### src/rtl/uart_pkg.sv
// Shared definitions for the memory-mapped UART transmitter.
//   tx_state_t      : transmitter FSM state
//   ST_*            : bit positions inside the status word
//   *_ADDR_DEF      : default register addresses on the core data port
package uart_pkg;

  typedef enum logic [1:0] {
    IDLE  = 2'd0,
    START = 2'd1,
    DATA  = 2'd2,
    STOP  = 2'd3
  } tx_state_t;

  localparam int unsigned ST_FULL    = 0;
  localparam int unsigned ST_EMPTY   = 1;
  localparam int unsigned ST_BUSY    = 2;
  localparam int unsigned ST_OVF     = 3;
  localparam int unsigned ST_CNT_LSB = 4;
  localparam int unsigned ST_CNT_W   = 4;

  localparam logic [31:0] TX_ADDR_DEF     = 32'h0000_8000;
  localparam logic [31:0] STATUS_ADDR_DEF = 32'h0000_8004;

endpackage

### src/rtl/sync_fifo.sv
// Single-clock show-ahead FIFO.
//   clk, reset : rising-edge clock, synchronous active-low reset
//   push/wdata : write request; ignored when full unless a pop happens on the same edge
//   pop        : read request; rdata always shows the head entry
//   full/empty/count : occupancy (count is AW+1 bits)
module sync_fifo #(
  parameter  int unsigned WIDTH = 8,
  parameter  int unsigned DEPTH = 8,
  localparam int unsigned AW    = $clog2(DEPTH)
) (
  input  logic             clk,
  input  logic             reset,
  input  logic             push,
  input  logic [WIDTH-1:0] wdata,
  input  logic             pop,
  output logic [WIDTH-1:0] rdata,
  output logic             full,
  output logic             empty,
  output logic [AW:0]      count
);

  logic [WIDTH-1:0] mem [DEPTH];
  logic [AW-1:0]    wptr;
  logic [AW-1:0]    rptr;
  logic             wr_en;
  logic             rd_en;

  assign full  = (count == (AW+1)'(DEPTH));
  assign empty = (count == '0);
  assign rd_en = pop && !empty;
  // A pop on the same edge frees the slot being written, so a full FIFO still accepts.
  assign wr_en = push && (!full || rd_en);
  assign rdata = mem[rptr];

  always_ff @(posedge clk) begin
    if (wr_en) begin
      mem[wptr] <= wdata;
    end
  end

  always_ff @(posedge clk) begin
    if (!reset) begin
      wptr  <= '0;
      rptr  <= '0;
      count <= '0;
    end else begin
      if (wr_en) wptr <= wptr + 1'b1;
      if (rd_en) rptr <= rptr + 1'b1;
      case ({wr_en, rd_en})
        2'b10:   count <= count + 1'b1;
        2'b01:   count <= count - 1'b1;
        default: count <= count;
      endcase
    end
  end

endmodule

### src/rtl/mmio_uart_tx.sv
// Memory-mapped 8N1 UART transmitter on the core data port.
//   clk, reset          : rising-edge clock, synchronous active-low reset
//   MemWrite, DataAdr,
//   WriteData           : core store strobe, address and data (bits [7:0] used)
//   io_sel              : DataAdr hits TX_ADDR or STATUS_ADDR (used to gate RAM writes)
//   IoReadData          : status word when DataAdr==STATUS_ADDR, else 0
//   uart_tx             : registered serial line, idle high
//   tx_busy             : registered, transmitter not idle
module mmio_uart_tx #(
  parameter int unsigned CLKS_PER_BIT = 434,
  parameter int unsigned FIFO_DEPTH   = 8,
  parameter logic [31:0] TX_ADDR      = uart_pkg::TX_ADDR_DEF,
  parameter logic [31:0] STATUS_ADDR  = uart_pkg::STATUS_ADDR_DEF
) (
  input  logic        clk,
  input  logic        reset,
  input  logic        MemWrite,
  input  logic [31:0] DataAdr,
  input  logic [31:0] WriteData,
  output logic        io_sel,
  output logic [31:0] IoReadData,
  output logic        uart_tx,
  output logic        tx_busy
);

  import uart_pkg::*;

  localparam int unsigned    AW        = $clog2(FIFO_DEPTH);
  localparam int unsigned    BW        = $clog2(CLKS_PER_BIT);
  localparam logic [BW-1:0]  BAUD_LAST = BW'(CLKS_PER_BIT - 1);

  tx_state_t     state;
  logic [BW-1:0] baud;
  logic [2:0]    bitcnt;
  logic [7:0]    shreg;
  logic          txd;
  logic          busy;
  logic          overflow;

  logic          hit_tx;
  logic          hit_st;
  logic          bit_end;
  logic          fifo_push;
  logic          fifo_pop;
  logic          fifo_full;
  logic          fifo_empty;
  logic [7:0]    fifo_rdata;
  logic [AW:0]   fifo_count;
  logic          ovf_set;
  logic          ovf_clr;
  logic [31:0]   status;
  logic          unused_wdata;

  assign hit_tx    = (DataAdr == TX_ADDR);
  assign hit_st    = (DataAdr == STATUS_ADDR);
  assign io_sel    = hit_tx || hit_st;
  assign fifo_push = MemWrite && hit_tx;
  assign bit_end   = (baud == BAUD_LAST);
  // Pop from IDLE, or on the last STOP cycle so frames run back to back.
  assign fifo_pop  = !fifo_empty && ((state == IDLE) || ((state == STOP) && bit_end));
  assign ovf_set   = fifo_push && fifo_full && !fifo_pop;
  assign ovf_clr   = MemWrite && hit_st && WriteData[ST_OVF];
  assign unused_wdata = ^WriteData[31:8];

  sync_fifo #(
    .WIDTH (8),
    .DEPTH (FIFO_DEPTH)
  ) u_fifo (
    .clk   (clk),
    .reset (reset),
    .push  (fifo_push),
    .wdata (WriteData[7:0]),
    .pop   (fifo_pop),
    .rdata (fifo_rdata),
    .full  (fifo_full),
    .empty (fifo_empty),
    .count (fifo_count)
  );

  always_ff @(posedge clk) begin
    if (!reset) begin
      overflow <= 1'b0;
    end else if (ovf_set) begin
      overflow <= 1'b1;
    end else if (ovf_clr) begin
      overflow <= 1'b0;
    end
  end

  always_comb begin
    status                           = '0;
    status[ST_FULL]                  = fifo_full;
    status[ST_EMPTY]                 = fifo_empty;
    status[ST_BUSY]                  = busy;
    status[ST_OVF]                   = overflow;
    status[ST_CNT_LSB +: ST_CNT_W]   = ST_CNT_W'(fifo_count);
    IoReadData                       = hit_st ? status : '0;
  end

  always_ff @(posedge clk) begin
    if (!reset) begin
      state  <= IDLE;
      baud   <= '0;
      bitcnt <= '0;
      shreg  <= '0;
      txd    <= 1'b1;
      busy   <= 1'b0;
    end else begin
      case (state)
        IDLE: begin
          if (fifo_pop) begin
            shreg <= fifo_rdata;
            baud  <= '0;
            txd   <= 1'b0;
            busy  <= 1'b1;
            state <= START;
          end
        end
        START: begin
          if (bit_end) begin
            baud   <= '0;
            bitcnt <= '0;
            txd    <= shreg[0];
            shreg  <= {1'b0, shreg[7:1]};
            state  <= DATA;
          end else begin
            baud <= baud + 1'b1;
          end
        end
        DATA: begin
          if (bit_end) begin
            baud <= '0;
            if (bitcnt == 3'd7) begin
              txd   <= 1'b1;
              state <= STOP;
            end else begin
              bitcnt <= bitcnt + 1'b1;
              txd    <= shreg[0];
              shreg  <= {1'b0, shreg[7:1]};
            end
          end else begin
            baud <= baud + 1'b1;
          end
        end
        STOP: begin
          if (bit_end) begin
            baud <= '0;
            if (fifo_pop) begin
              shreg <= fifo_rdata;
              txd   <= 1'b0;
              state <= START;
            end else begin
              busy  <= 1'b0;
              state <= IDLE;
            end
          end else begin
            baud <= baud + 1'b1;
          end
        end
        default: begin
          state <= IDLE;
          txd   <= 1'b1;
          busy  <= 1'b0;
        end
      endcase
    end
  end

  assign uart_tx = txd;
  assign tx_busy = busy;

endmodule

### config.mk
export PLATFORM = sky130hd
export DESIGN_NAME = mmio_uart_tx
export DESIGN_NICKNAME = d
export VERILOG_FILES = /design/src/rtl/uart_pkg.sv /design/src/rtl/sync_fifo.sv /design/src/rtl/mmio_uart_tx.sv
export SDC_FILE = /design/constraint.sdc
export NUM_CORES = 1
export LEC_CHECK = 0
export BUFFER_PORTS_ARGS = -buffer_cell sky130_fd_sc_hd__buf_2
export CAP_MARGIN = 30
export CELL_PAD_IN_SITES_DETAIL_PLACEMENT = 0
export CELL_PAD_IN_SITES_GLOBAL_PLACEMENT = 1
export CORE_MARGIN = 4
export CORE_UTILIZATION = 47
export DETAILED_ROUTE_END_ITERATION = 16
export HOLD_SLACK_MARGIN = 0.03
export PLACE_DENSITY_LB_ADDON = 0.1
export SLEW_MARGIN = 10
export SYNTH_ARGS = -nofsm -noshare
export SYNTH_HDL_FRONTEND = slang
export SYNTH_SLANG_ARGS = --single-unit
### constraint.sdc
create_clock -name clk -period 4.4 [get_ports clk]
set_clock_uncertainty 0.15 [all_clocks]
set_input_delay 0.44 -clock clk [delete_from_list [all_inputs] [get_ports clk]]
set_output_delay 0.44 -clock clk [all_outputs]
set_load 0.02 [all_outputs]
* Yosys cells after proc, flatten, opt, wreduce, memory -nomap -nowiden
Memories as Yosys holds them, arrays and structs flattened. A register that Yosys moved wholly into a read port is not among the register bits.
Cells that the tools add are included.
** Storage, ports and cells
- Flip-flop bits (word level) :: 35
- Bits in writable memories :: 64
- Logic and storage cells :: 99
- Memories kept :: 1
- Output and inout port bits :: 35
- Bits of input ports :: 67
** Memories
- u_fifo.mem :: words 8, width 8, read ports 1, clocked after memory_dff 1, write ports 1, RTL line sync_fifo.sv:22 : logic [WIDTH-1:0] mem [DEPTH];
** Operators by class
- Reductions and logical operators :: 27
- Muxes and demuxes :: 38
- Equal/unequal tests :: 17
- $add $sub $neg :: 6
** Operators with widths (number)
- $eq A32 B16 Y1 const B :: 2
- $mux W8 :: 6
- $pmux W8 S4 :: 1
- $mux W9 :: 2
- $pmux W9 S2 :: 1
- $mux W3 :: 5
- $ne A2 B2 Y1 const B :: 7
- $mux W1 :: 13
- $reduce_and A4 Y1 :: 3
- $mux W2 :: 5
- $add A3 B1 Y3 const B :: 3
- $add A9 B1 Y9 const B :: 1
- $eq A9 B9 Y1 const B :: 1
- $logic_and A1 B1 Y1 :: 9
- $pmux W2 S4 :: 1
- $pmux W4 S2 :: 1
- $reduce_bool A2 Y1 :: 4
- $eq A2 B2 Y1 const B :: 3
- $pmux W3 S2 :: 1
- $reduce_and A5 Y1 :: 1
- $add A4 B1 Y4 const B :: 1
- $eq A2 B1 Y1 const B :: 2
- $eq A4 B4 Y1 const B :: 1
- $logic_not A4 Y1 :: 1
- other kinds (9) :: 13

* Depth between registers and ports, before layout
- Word-level depth :: 9
- Gate-level depth with buffers :: 14
- Mapped depth without buffers :: 13

* Cells and area by module
A second synthesis with hierarchy kept.
** Second synthesis, totals
- Cells, all modules :: 386
- Area, all modules :: 4934.7 um^2
** By module, submodules not included
- sync_fifo :: times used 1, cells each 181, area an instance 3206.8 um^2
- mmio_uart_tx :: times used 1, cells each 205, area an instance 1727.9 um^2

* Worst setup path after synthesis
No wires, ideal clock.
- Kind :: input to register
- Start :: input DataAdr[13]
- End :: memory u_fifo.mem[1][0] (enable)
- Slack :: 1.382 ns
- Required time :: 3.852 ns
- Path buffers :: 1
- Library setup time :: 0.398 ns
- Stages on the path :: 6
- Arrival :: 2.470 ns
- Cell sequence :: nor4b_1 -> nand4_1 -> nor3_2 -> nand3_1 -> buf_2 -> nor4b_1
** Between the ends
- Word-level cells in the longest chain between the ends :: 5
** Ends and longest elaborated chain
- start: declaration :: RTL line mmio_uart_tx.sv:18 : input logic [31:0] DataAdr,
- $eq A32 B16 Y1 :: RTL line mmio_uart_tx.sv:54 : assign hit_tx = (DataAdr == TX_ADDR);
- $logic_and A1 B1 Y1 :: RTL line mmio_uart_tx.sv:57 : assign fifo_push = MemWrite && hit_tx;
- $logic_and A1 B1 Y1 :: RTL line sync_fifo.sv:32 : assign wr_en = push && (!full || rd_en);
- $mux W1 :: RTL line sync_fifo.sv:36 : if (wr_en) begin
- $mux W1 (implied by the code) :: RTL line sync_fifo.sv:37 : mem[wptr] <= wdata;
- end: declaration :: RTL line sync_fifo.sv:22
Every way passes these cells.

* Worst setup path in the final report
- Start :: register baud[1]
- End :: register u_fifo.count[2]
** Between the ends
- Word-level cells in the longest chain between the ends :: 9
** Ends and longest elaborated chain
- start: declaration :: RTL line mmio_uart_tx.sv:33 : logic [BW-1:0] baud;
- start signal: assignment :: RTL line mmio_uart_tx.sv:127 : baud <= baud + 1'b1;
- start signal: assignment :: RTL line mmio_uart_tx.sv:142 : baud <= baud + 1'b1;
- start signal: assignment :: RTL line mmio_uart_tx.sv:157 : baud <= baud + 1'b1;
- $eq A9 B9 Y1 * :: RTL line mmio_uart_tx.sv:58 : assign bit_end = (baud == BAUD_LAST);
- $logic_and A1 B1 Y1 * :: RTL line mmio_uart_tx.sv:60 : assign fifo_pop = !fifo_empty && ((state == IDLE) || ((state == STOP) && bit_end));
- $logic_or A1 B1 Y1 * :: RTL line mmio_uart_tx.sv:60
- $logic_and A1 B1 Y1 * :: RTL line mmio_uart_tx.sv:60
- $logic_and A1 B1 Y1 * :: RTL line sync_fifo.sv:30 : assign rd_en = pop && !empty;
- $logic_or A1 B1 Y1 :: RTL line sync_fifo.sv:32
- $logic_and A1 B1 Y1 :: RTL line sync_fifo.sv:32
- $eq A2 B1 Y1 or $eq A2 B2 Y1 (tied branches) :: RTL line sync_fifo.sv:49 : case ({wr_en, rd_en})
- $pmux W4 S2 or $reduce_bool A2 Y1 (tied branches)
- end signal: assignment :: RTL line sync_fifo.sv:50 : 2'b10: count <= count + 1'b1;
- end signal: assignment :: RTL line sync_fifo.sv:51 : 2'b01: count <= count - 1'b1;
- end signal: assignment :: RTL line sync_fifo.sv:52 : default: count <= count;
- end: declaration :: RTL line sync_fifo.sv:19 : output logic [AW:0] count
Mark *: on every way between the ends. The rest lies on a longest branch, timed or not.
A chain may end at the register's enable or synchronous reset.

==> flow_summary_export.csv <==
group,metric,value,unit
outcome,status,"completed",
power,sw_frac_of_total,27.79,%
critical_path,crit_path_max_fanout,12,
clocking,htreeDepth,3,
critical_path,max_stage_delay,0.36,ns
timing,slew_headroom,46.42,%
power,p_int,1.330,mW
critical_path,r2r_start,"baud[1]",
clocking,cts_buffer_depth,2,
logic_synthesis,yosys-top-cells-area,"edfxtp_1, dfxtp_1, mux4_2",
power,pwr-share-clk,31.4,%
global_route,grt_max_degree,23,
power,p_switching,0.5119,mW
clocking,clock_latency,0.38,ns
floorplanning,dieArea,11860,µm²
logic_synthesis,synthMuxAreaShare,10.67,%
critical_path,crit_path_frequent_cell,"ha_1",
place,routabilityCongestion,0.7486,
timing,finalCritPeriodShare,71.53,%
logic_synthesis,yosysTopAreaCell,"edfxtp_1",
power,p_per_area,345.1,nW/µm²
logic_synthesis,synth.distinct_cells,59,
timing,worst_slew_pin_slew,0.8026,ns
power,irDropWorstVdd,190.4,µV
timing,period_minus_slack,3.147,ns
global_route,grt_pass1_vias,2955,
drt,dr.pass1.iters,5,
finish,drive_gt1_share,24.55,%
clocking,cts.reportedPaths.clkPinSlew,0.11,ns
clocking,cts_resized,0,
critical_path,crit_chain,"inv_1 > ha_1 > nand4b_1 > nor3_1 > buf_4 > or3_1 > nand3_1 > buf_4 > ha_1 > xor2_1 > ha_1 > a21oi_1 > xor2_1 > or3_1 > a21oi_1",
critical_path,critical_path.endpoint,"u_fifo.count[2]",
timing,final_hold_viol_count,0,
clocking,cts_root_buffer,"clkbuf_8",
drt,drc,0,
finish,final_nets,516,
drt,drt-total-wl,9208,µm
logic_synthesis,synth_flop_cell,"edfxtp_1",
logic_synthesis,ys_top_cells_by_count,"edfxtp_1, dfxtp_1, buf_4",
logic_synthesis,yosys.area_share.simple,12.65,%
critical_path,ff2ff_path_depth,15,
logic_synthesis,netlist_area,4786,µm²
finish,area_delta_synth_final,11.50,%
timing,setup_viol,0,
drt,vias_per_cell,5.415,
critical_path,crit_type,"reg2reg",
logic_synthesis,syn_inst,377,
power,p_leak,1.939,nW
drt,ant_nets,0,
drt,routedWlPerCell,16.07,µm
floorplanning,ios,102,
drt,dr_total_vias,3103,
clocking,cts_sinks,102,
logic_synthesis,synth_edf_count,64,
clocking,hold_buffers,0,
timing,rsz0062_at_grt,"no",
logic_synthesis,ys_ff_latch,102,
timing,fmax,317.7,MHz
clocking,cts_inserted_buffers,9,
critical_path,arrival,3.30,ns
clocking,cts_tree,"done",
power,combinationalPowerShare,11.6,%
place,io_buffers,53,
critical_path,r2r_slack,1.25,ns
logic_synthesis,synth_top_area_share,40.16,%
logic_synthesis,synth_compound_area_share,9.255,%
power,power,1.842,mW
flow_run,maxCapViolations,0,
critical_path,critPathCaptureType,"flip-flop",
floorplanning,start_util,48.52,%
critical_path,cp_slowest_cell,"dfxtp_1",
finish,insertedDiodeCount,0,
logic_synthesis,async_flop_share,0,%
place,hpwl,6400,µm
floorplanning,std_cell_rows,36,
logic_synthesis,synthXorXnorAreaFrac,1.098,%
drt,initialDrtViolationCount,182,
critical_path,required,4.55,ns
logic_synthesis,synth_top_family_by_area,"simple AND/OR/NAND/NOR gates",
logic_synthesis,synth.most_common_cell,"edfxtp_1",
logic_synthesis,ys_warn_count,0,
global_route,grt-ovfl-total,0,
critical_path,critPathLaunch,"baud[1]",
critical_path,crit_family,"simple AND/OR/NAND/NOR gates",
logic_synthesis,ys_seq_area_share,56.05,%
timing,tns,0,ns
floorplanning,die_w,108.9,µm
critical_path,worstReg2RegEnd,"u_fifo.count[2]",
global_route,grt_use_total,16.62,%
clocking,cts_setup_buffers,0,
critical_path,critPathBufInv,3,
global_route,antenna_found_initial,0,
logic_synthesis,synth_adder_area_share,3.660,%
critical_path,startpoint_type,"flip-flop",
floorplanning,die_h,108.9,µm
timing,finalMaxSlewViolations,0,
critical_path,cp.depth,15,
logic_synthesis,syn_area_per_cell,12.69,µm²
floorplanning,core_area,9864,µm²
global_route,grt_first_pass_wirelength,14950,µm
power,seqPwrFrac,57.0,%
hold_path,min-delay-path-class,"in2reg",
==> power by group through the flow <==
stage / sequential, mW / combinational, mW / clock, mW
after CTS: 1.05 / 0.213 / 0.596
final: 1.05 / 0.214 / 0.578
after floorplan: 1.07 / 0.170 / 0
after global routing: 1.05 / 0.241 / 0.634
after global placement: 1.07 / 0.210 / 0
after detailed placement: 1.07 / 0.213 / 0
==> metrics by stage <==
step | instance area [µm²] | setup WS [ns] | instances | hold slack, ns | util [%]
after floorplan | 4872 | 1.382 | 400 | 0.2912 | -
after global placement | 5117 | 1.090 | 556 | 0.3137 | 51.88
after detailed placement | 5145 | 1.082 | 557 | 0.3180 | 52.16
after CTS | 5336 | 1.233 | 573 | 0.1711 | 54.10
after global routing | 5336 | 1.022 | 573 | 0.1707 | 54.10
final | 5336 | 1.253 | 573 | 0.1746 | 54.10
==> logic make-up after synthesis <==
family,Yosys count
flops,102
xor+xnor,6
compound gates,67
mux,31
buf+inv,52
other cells,1
simple gates,104
fa+ha+maj,14
==> layout by cell type, fill, tap and decap left out, types with 15 or more instances in the layout <==
| cell | Yosys | routed |
|---|---|---|
| dfxtp_1 | 38 | 38 |
| nand2_1 | 22 | 22 |
| o21ai_0 | 17 | 17 |
| mux4_2 | 16 | 16 |
| conb_1 | 1 | 24 |
| buf_2 | 4 | 53 |
| nor2_1 | 18 | 18 |
| edfxtp_1 | 64 | 64 |
| mux2i_1 | 15 | 15 |
==> flip-flops by register name (all words and copies together) (netlist names), 2 cells and up, named ones only <==
signal        flops
u_fifo.mem       64
baud              9
shreg             8
u_fifo.count      4
bitcnt            3
u_fifo.rptr       3
u_fifo.wptr       3
state             2
==> area by class of cell <==
type / count / area (µm²)
Clock buffer: 9 / 123.9
Clock inverter: 7 / 67.56
Fill cell: 855 / 4528
Inverter: 12 / 45.04
Multi-Input combinational cell: 246 / 1883
Sequential cell: 102 / 2683
Tap cell: 133 / 166.4
Timing Repair Buffer: 64 / 367.9
==> worst min path at each step <==
| stage | endpoint | slack, ns | depth (start not counted) | start |
|---|---|---|---|---|
| 6_report | u_fifo.mem[6][0] | 0.17 | 1 | WriteData[0] |
| 2_1_floorplan | shreg[0] | 0.29 | 1 | shreg[0] |
| 3_3_place_gp | shreg[7] | 0.31 | 1 | shreg[7] |
| 3_5_place_dp | shreg[0] | 0.32 | 1 | shreg[0] |
| 5_1_grt | u_fifo.mem[2][0] | 0.17 | 1 | WriteData[0] |
| 4_1_cts | u_fifo.mem[6][0] | 0.17 | 1 | WriteData[0] |
==> metal layers <==
layer / global-route usage [%] / up-vias / part of all wire [%]
met5: 0 / - / 0
met4: 5.591 / 0 / 1.3
met3: 3.256 / 11 / 6.1
met2: 25.00 / 99 / 45
met1: 24.18 / 1491 / 47
li1: - / 1502 / -
(Power assumes the default switching activity.)
